File: src/rtl/hazard_sequencer.sv
// hazard_sequencer
//   Pipeline hazard controller for the 5-stage rv32i core. It watches the ID
//   source registers, the EX destination/load flag, the EX redirect and the
//   IF/MEM memory handshakes. From these it drives the PC and pipeline-register
//   load enables, the IF/ID flush and the controlmux select. It sequences
//   load-use bubbles, whole-pipe memory freezes and redirect flushes.
//
// Parameters
//   LU_BUBBLES  bubbles per load-use hazard (1 or 2)
//   PERF_CNT_W  width of the optional performance counters
//
// Ports
//   clk, rst                     core clock, synchronous active-high reset
//   id_rs1_i, id_rs2_i           ID source register indices
//   id_uses_rs1_i, id_uses_rs2_i ID instruction actually reads rs1/rs2
//   ex_rd_i, ex_mem_read_i       EX destination index and load flag
//   ex_redirect_i                EX resolved a taken branch/jump
//   imem_busy_i                  instruction fetch still outstanding
//   dmem_req_i, dmem_resp_i      data memory request / response
//   pc_load_o .. memwb_load_o    PC and pipeline-register load enables
//   ifid_flush_o                 IF/ID captures a NOP instead of the fetch
//   controlmux_sel_o             zero = inject bubble, normal = pass
//
// Configuration
//   HAZARD_PERF_EN  when defined, adds the saturating counters
//                   stall_cycles_o, bubble_cycles_o and flush_cnt_o.

package controlmux;
    typedef enum logic {
        zero   = 1'b0,
        normal = 1'b1
    } controlmux_sel_t;
endpackage

module hazard_sequencer #(
    parameter int LU_BUBBLES = 1,
    parameter int PERF_CNT_W = 32
) (
    input  logic                        clk,
    input  logic                        rst,
    input  logic [4:0]                  id_rs1_i,
    input  logic [4:0]                  id_rs2_i,
    input  logic                        id_uses_rs1_i,
    input  logic                        id_uses_rs2_i,
    input  logic [4:0]                  ex_rd_i,
    input  logic                        ex_mem_read_i,
    input  logic                        ex_redirect_i,
    input  logic                        imem_busy_i,
    input  logic                        dmem_req_i,
    input  logic                        dmem_resp_i,
    output logic                        pc_load_o,
    output logic                        ifid_load_o,
    output logic                        idex_load_o,
    output logic                        exmem_load_o,
    output logic                        memwb_load_o,
    output logic                        ifid_flush_o,
    output controlmux::controlmux_sel_t controlmux_sel_o
`ifdef HAZARD_PERF_EN
    ,
    output logic [PERF_CNT_W-1:0]       stall_cycles_o,
    output logic [PERF_CNT_W-1:0]       bubble_cycles_o,
    output logic [PERF_CNT_W-1:0]       flush_cnt_o
`endif
);

    typedef enum logic [1:0] {
        RUN       = 2'd0,
        LU_STALL  = 2'd1,
        MEM_STALL = 2'd2
    } state_t;

    // Only one or two bubbles make sense: one when MEM->EX load forwarding
    // exists, two when the load result is only forwarded from WB.
    if (LU_BUBBLES < 1 || LU_BUBBLES > 2) begin : g_bad_lu_bubbles
        $error("hazard_sequencer: LU_BUBBLES must be 1 or 2");
    end

    state_t     r_state;
    state_t     r_ret_state;
    logic [1:0] r_bub_cnt;
    logic       r_redir_pend;

    state_t     w_next_state;
    state_t     w_next_ret;
    state_t     w_eff_state;
    logic [1:0] w_next_bub;
    logic       w_next_redir;
    logic       w_mem_stall;
    logic       w_lu_hit;

    // A missing fetch or an unanswered data access freezes the whole pipe.
    assign w_mem_stall = imem_busy_i | (dmem_req_i & ~dmem_resp_i);

    // x0 is hard-wired to zero, so a load targeting it never creates a
    // dependency.
    assign w_lu_hit = ex_mem_read_i & (ex_rd_i != 5'd0) &
                      ((id_uses_rs1_i & (id_rs1_i == ex_rd_i)) |
                       (id_uses_rs2_i & (id_rs2_i == ex_rd_i)));

    // The release cycle of a freeze behaves as if the pipe had never left the
    // state it was frozen in, so decisions are made against that state.
    assign w_eff_state = (r_state == MEM_STALL) ? r_ret_state : r_state;

    // State register. bub_cnt, ret_state and the pending-redirect flag are
    // all carried across freezes untouched unless the next-state logic says
    // otherwise.
    always_ff @(posedge clk) begin
        if (rst) begin
            r_state      <= RUN;
            r_ret_state  <= RUN;
            r_bub_cnt    <= 2'd0;
            r_redir_pend <= 1'b0;
        end else begin
            r_state      <= w_next_state;
            r_ret_state  <= w_next_ret;
            r_bub_cnt    <= w_next_bub;
            r_redir_pend <= w_next_redir;
        end
    end

    // Next-state and output decode. Priority is reset, then memory freeze,
    // then redirect (live or remembered from a freeze), then load-use
    // bubbles, then a normal cycle.
    always_comb begin
        pc_load_o        = 1'b1;
        ifid_load_o      = 1'b1;
        idex_load_o      = 1'b1;
        exmem_load_o     = 1'b1;
        memwb_load_o     = 1'b1;
        ifid_flush_o     = 1'b0;
        controlmux_sel_o = controlmux::normal;
        w_next_state     = RUN;
        w_next_ret       = r_ret_state;
        w_next_bub       = r_bub_cnt;
        w_next_redir     = r_redir_pend;

        if (rst) begin
            pc_load_o        = 1'b0;
            ifid_load_o      = 1'b0;
            idex_load_o      = 1'b0;
            exmem_load_o     = 1'b0;
            memwb_load_o     = 1'b0;
            controlmux_sel_o = controlmux::zero;
            w_next_ret       = RUN;
            w_next_bub       = 2'd0;
            w_next_redir     = 1'b0;
        end else if (w_mem_stall) begin
            pc_load_o    = 1'b0;
            ifid_load_o  = 1'b0;
            idex_load_o  = 1'b0;
            exmem_load_o = 1'b0;
            memwb_load_o = 1'b0;
            w_next_state = MEM_STALL;
            // Remember where to resume only on the first frozen cycle.
            if (r_state != MEM_STALL) begin
                w_next_ret = r_state;
            end
            // A redirect resolved while frozen must not be lost; it is
            // applied on the release cycle.
            if (ex_redirect_i) begin
                w_next_redir = 1'b1;
            end
        end else if (ex_redirect_i | r_redir_pend) begin
            // The ID instruction is wrong-path, so any load-use hit is moot.
            ifid_flush_o     = 1'b1;
            controlmux_sel_o = controlmux::zero;
            w_next_state     = RUN;
            w_next_bub       = 2'd0;
            w_next_redir     = 1'b0;
        end else if (w_eff_state == LU_STALL) begin
            pc_load_o        = 1'b0;
            ifid_load_o      = 1'b0;
            controlmux_sel_o = controlmux::zero;
            w_next_bub       = (r_bub_cnt == 2'd0) ? 2'd0 : r_bub_cnt - 2'd1;
            w_next_state     = (r_bub_cnt <= 2'd1) ? RUN : LU_STALL;
        end else if (w_lu_hit) begin
            pc_load_o        = 1'b0;
            ifid_load_o      = 1'b0;
            controlmux_sel_o = controlmux::zero;
            // With one bubble, the bubble now in EX clears the hit by itself.
            if (LU_BUBBLES == 2) begin
                w_next_bub   = 2'd1;
                w_next_state = LU_STALL;
            end
        end
    end

`ifdef HAZARD_PERF_EN
    localparam logic [PERF_CNT_W-1:0] L_ONE = {{(PERF_CNT_W-1){1'b0}}, 1'b1};

    logic [PERF_CNT_W-1:0] r_stall_cnt;
    logic [PERF_CNT_W-1:0] r_bubble_cnt;
    logic [PERF_CNT_W-1:0] r_flush_cnt;
    logic                  w_perf_stall;
    logic                  w_perf_bubble;
    logic                  w_perf_flush;

    // Classify the current cycle from the decoded outputs: a bubble cycle is
    // the only non-reset cycle that zeroes the controlmux without flushing.
    assign w_perf_stall  = ~rst & w_mem_stall;
    assign w_perf_flush  = ~rst & ifid_flush_o;
    assign w_perf_bubble = ~rst & ~w_mem_stall & ~ifid_flush_o &
                           (controlmux_sel_o == controlmux::zero);

    // Saturating event counters, cleared by reset.
    always_ff @(posedge clk) begin
        if (rst) begin
            r_stall_cnt  <= '0;
            r_bubble_cnt <= '0;
            r_flush_cnt  <= '0;
        end else begin
            if (w_perf_stall && !(&r_stall_cnt)) begin
                r_stall_cnt <= r_stall_cnt + L_ONE;
            end
            if (w_perf_bubble && !(&r_bubble_cnt)) begin
                r_bubble_cnt <= r_bubble_cnt + L_ONE;
            end
            if (w_perf_flush && !(&r_flush_cnt)) begin
                r_flush_cnt <= r_flush_cnt + L_ONE;
            end
        end
    end

    assign stall_cycles_o  = r_stall_cnt;
    assign bubble_cycles_o = r_bubble_cnt;
    assign flush_cnt_o     = r_flush_cnt;
`endif

endmodule

File: config.mk
export PLATFORM = sky130hd
export DESIGN_NAME = hazard_sequencer
export DESIGN_NICKNAME = d
export VERILOG_FILES = /design/src/rtl/hazard_sequencer.sv
export SDC_FILE = /design/constraint.sdc
export NUM_CORES = 1
export LEC_CHECK = 0
export ABC_AREA = 1
export CORE_UTILIZATION = 43
export CTS_BUF_LIST = sky130_fd_sc_hd__clkbuf_2
export DETAILED_ROUTE_END_ITERATION = 16
export GPL_ROUTABILITY_DRIVEN = 0
export MAX_ROUTING_LAYER = met4
export PLACE_DENSITY = 0.86
export SLEW_MARGIN = 20
export SYNTH_ARGS = -nofsm -noshare
export SYNTH_HDL_FRONTEND = slang
export SYNTH_SLANG_ARGS = --single-unit
File: constraint.sdc
create_clock -name clk -period 3.15 [get_ports clk]
set_input_delay 0.945 -clock clk [delete_from_list [all_inputs] [get_ports clk]]
set_output_delay 0.945 -clock clk [all_outputs]
set_load 0.01 [all_outputs]
==> flow_summary.ini <==
[global_routing]
grt_first_pass_wirelength_mm = 2.622
antenna_found_initial = 0
grt_overflow = 0
grt_pass1_vias = 716
grt_usage_pct = 24.79
grt_max_degree = 5

[timing]
fmax_mhz = 329.6
hold_viol = 0
final_max_slew_viol_count = 0
setup_viol = 0
whs_ns = 0.4601
fin_setup_tns_ns = 0
relSlewSlack_pct = 88.82
period_needed_ns = 3.034
fin_crit_sh_pct = 96.33
clock-skew-final_ns = 0.01002
rsz0062_at_grt = no
worst_pin_slew_ns = 0.1666

[floorplan]
start_util_pct = 46.35
io_pins = 31
die_h_um = 39.45
row_count = 13
die_area_um2 = 1556
core_um2 = 1301
die_w_um = 39.45

[clock_network]
cts_tree = done
post_cts_buffers = 0
htree_levels = 1
root_buffer = clkbuf_2
cts_max_path_buffers = 2
cts.sinks = 7
clock_latency_ns = 0.22
cts_buffers = 3
clkTransAtPathRegs_ns = 0.08

[logic_synthesis]
yosys_warnings = 0
synth_area_um2 = 603.1
synth.avg_cell_area_um2 = 5.385
synthCells = 112
syn_nets = 136
ys_ff_latch = 7
synth_cell_types = 17
ys_seq_area_share_pct = 23.24

[route]
drt_iter0_drc = 11
routed_wl_mm = 1.600
vias_per_cell = 4.494
wire_per_inst_um = 9.756
dr.pass1.iters = 4
drc = 0
ant_nets = 0
via_count = 737

[flow_run]
maxCapViolations = 0

[cells_and_area]
n_antenna_cell = 0
layout_commonest_cell = nand2_1
nNetsFinal = 174
area_growth_pct = 62.03
post-route-util_pct = 75.10
fillers = 111
finalNonFillerCells = 164
final_cell_mix = nand2_1 (36), inv_1 (20), nor2_1 (15)
final_layout_size_suffix_gt1_share_pct = 20.81

[pwr]
p_comb_share_pct = 36.5
switchingPower_uw = 75.57
p_int_uw = 172.9
clkPwrFrac_pct = 26.3
seqPwrFrac_pct = 37.2
leakagePower_nw = 0.6176
ir_drop_uv = 223.2
p_sw_share_pct = 30.41
power.density_nw_per_um2 = 254.3

[placed_design]
portBuffers = 30
dp_hpwl_mm = 1.331
dpl.cell_count = 160

[critical_path]
worst-path-max-fanout = 4
end_kind = output pin
start_kind = input pin
crit_required_ns = 2.20
critPathKind = in -> out
critPathArrivalTime_ns = 2.09

[min_path]
min_path_type = reg -> reg

[run_status]
status = complete, no violations
-- logic make-up after synthesis --
kind of cell / after synthesis / share of synthesized area [%]
buffers and inverters: 31 / 21.16
flip-flops: 7 / 23.24
AND/OR/NAND/NOR: 66 / 47.10
AO/OA/AOI/OAI: 8 / 8.506
-- worst paths after layout --
kind	start	endpoint	depth (start not counted)	slack, ns
hold reg to reg	r_bub_cnt[1]$_SDFFE_PP0P_	r_state[0]$_SDFF_PP0_	2	0.46
setup reg to reg	r_state[1]$_SDFF_PP0_	r_bub_cnt[1]$_SDFFE_PP0P_	8	2.02
setup / recovery	dmem_resp_i	ifid_load_o	8	0.12
hold / removal	r_bub_cnt[1]$_SDFFE_PP0P_	r_state[0]$_SDFF_PP0_	2	0.46
-- worst max-delay path, stage by stage --
cell and delay (ns):
clkdlybuf4s50_1 0.45, inv_1 0.06, a21oi_4 0.14, nand2_2 0.09
nor2_1 0.14, nand2_2 0.07, nand2_2 0.09, buf_6 0.11
-- metal layers --
layer	wire length (µm)	up-vias	track usage, %
li1	-	400	-
met1	625	312	24.41
met2	882	23	49.59
met3	81	2	3.977
met4	10	0	5.172
met5	0	-	-
-- Yosys cell counts --
cell / n / area share, %
o21ai_0: 2 / 1.7
nor2_2: 1 / 1.0
nand3_2: 1 / 1.7
nand2_2: 2 / 2.1
nor3_2: 1 / 1.7
buf_4: 3 / 3.7
a21oi_4: 1 / 2.7
nand3_1: 5 / 4.1
nor2_1: 15 / 9.3
nor2_4: 1 / 1.9
nand2_1: 39 / 24
a21oi_1: 2 / 1.7
nand4_1: 1 / 1.0
inv_2: 7 / 4.4
o21ai_1: 3 / 2.5
inv_1: 21 / 13
dfxtp_1: 7 / 23
-- state kept, by name (all words and copies together) (netlist names) --
register / flops
r_redir_pend: 1
r_state: 2
r_ret_state: 2
r_bub_cnt: 2
-- power groups by stage --
stage	Combinational, mW	Sequential (mW)	Clock [mW]
finish	0.0906	0.0925	0.0655
global route	0.100	0.0928	0.0709
CTS	0.0879	0.0925	0.0675
detailed placement	0.0955	0.0946	0
global placement	0.0936	0.0943	0
floorplan	0.0410	0.0943	0
-- stage by stage --
stage / setup slack, ns / power, mW / cell area (µm²)
after floorplan: 0.4993 / 0.1353 / 603.1
after global placement: -0.3850 / 0.1879 / 944.7
after detailed placement: -0.3626 / 0.1901 / 944.7
after CTS: 0.03713 / 0.2478 / 937.1
after global routing: 0.05420 / 0.2639 / 977.2
final: 0.1156 / 0.2485 / 977.2
-- layout make-up --
cell class              count  area [µm²]  area share, %
clock buffers               4       20.02          2.049
inverters                  28       105.1          10.76
repair buffers             36       350.3          35.85
flip-flops and latches      7       140.1          14.34
multi-input cells          74       342.8          35.08
well taps                  15       18.77          1.921
-- repair_timing --
item,in CTS,in global routing
pin swaps,1,8
endpoints found under the setup margin,7,3
gates resized for setup,22,14
hold buffers,0,0
(Power assumes the default switching activity.)
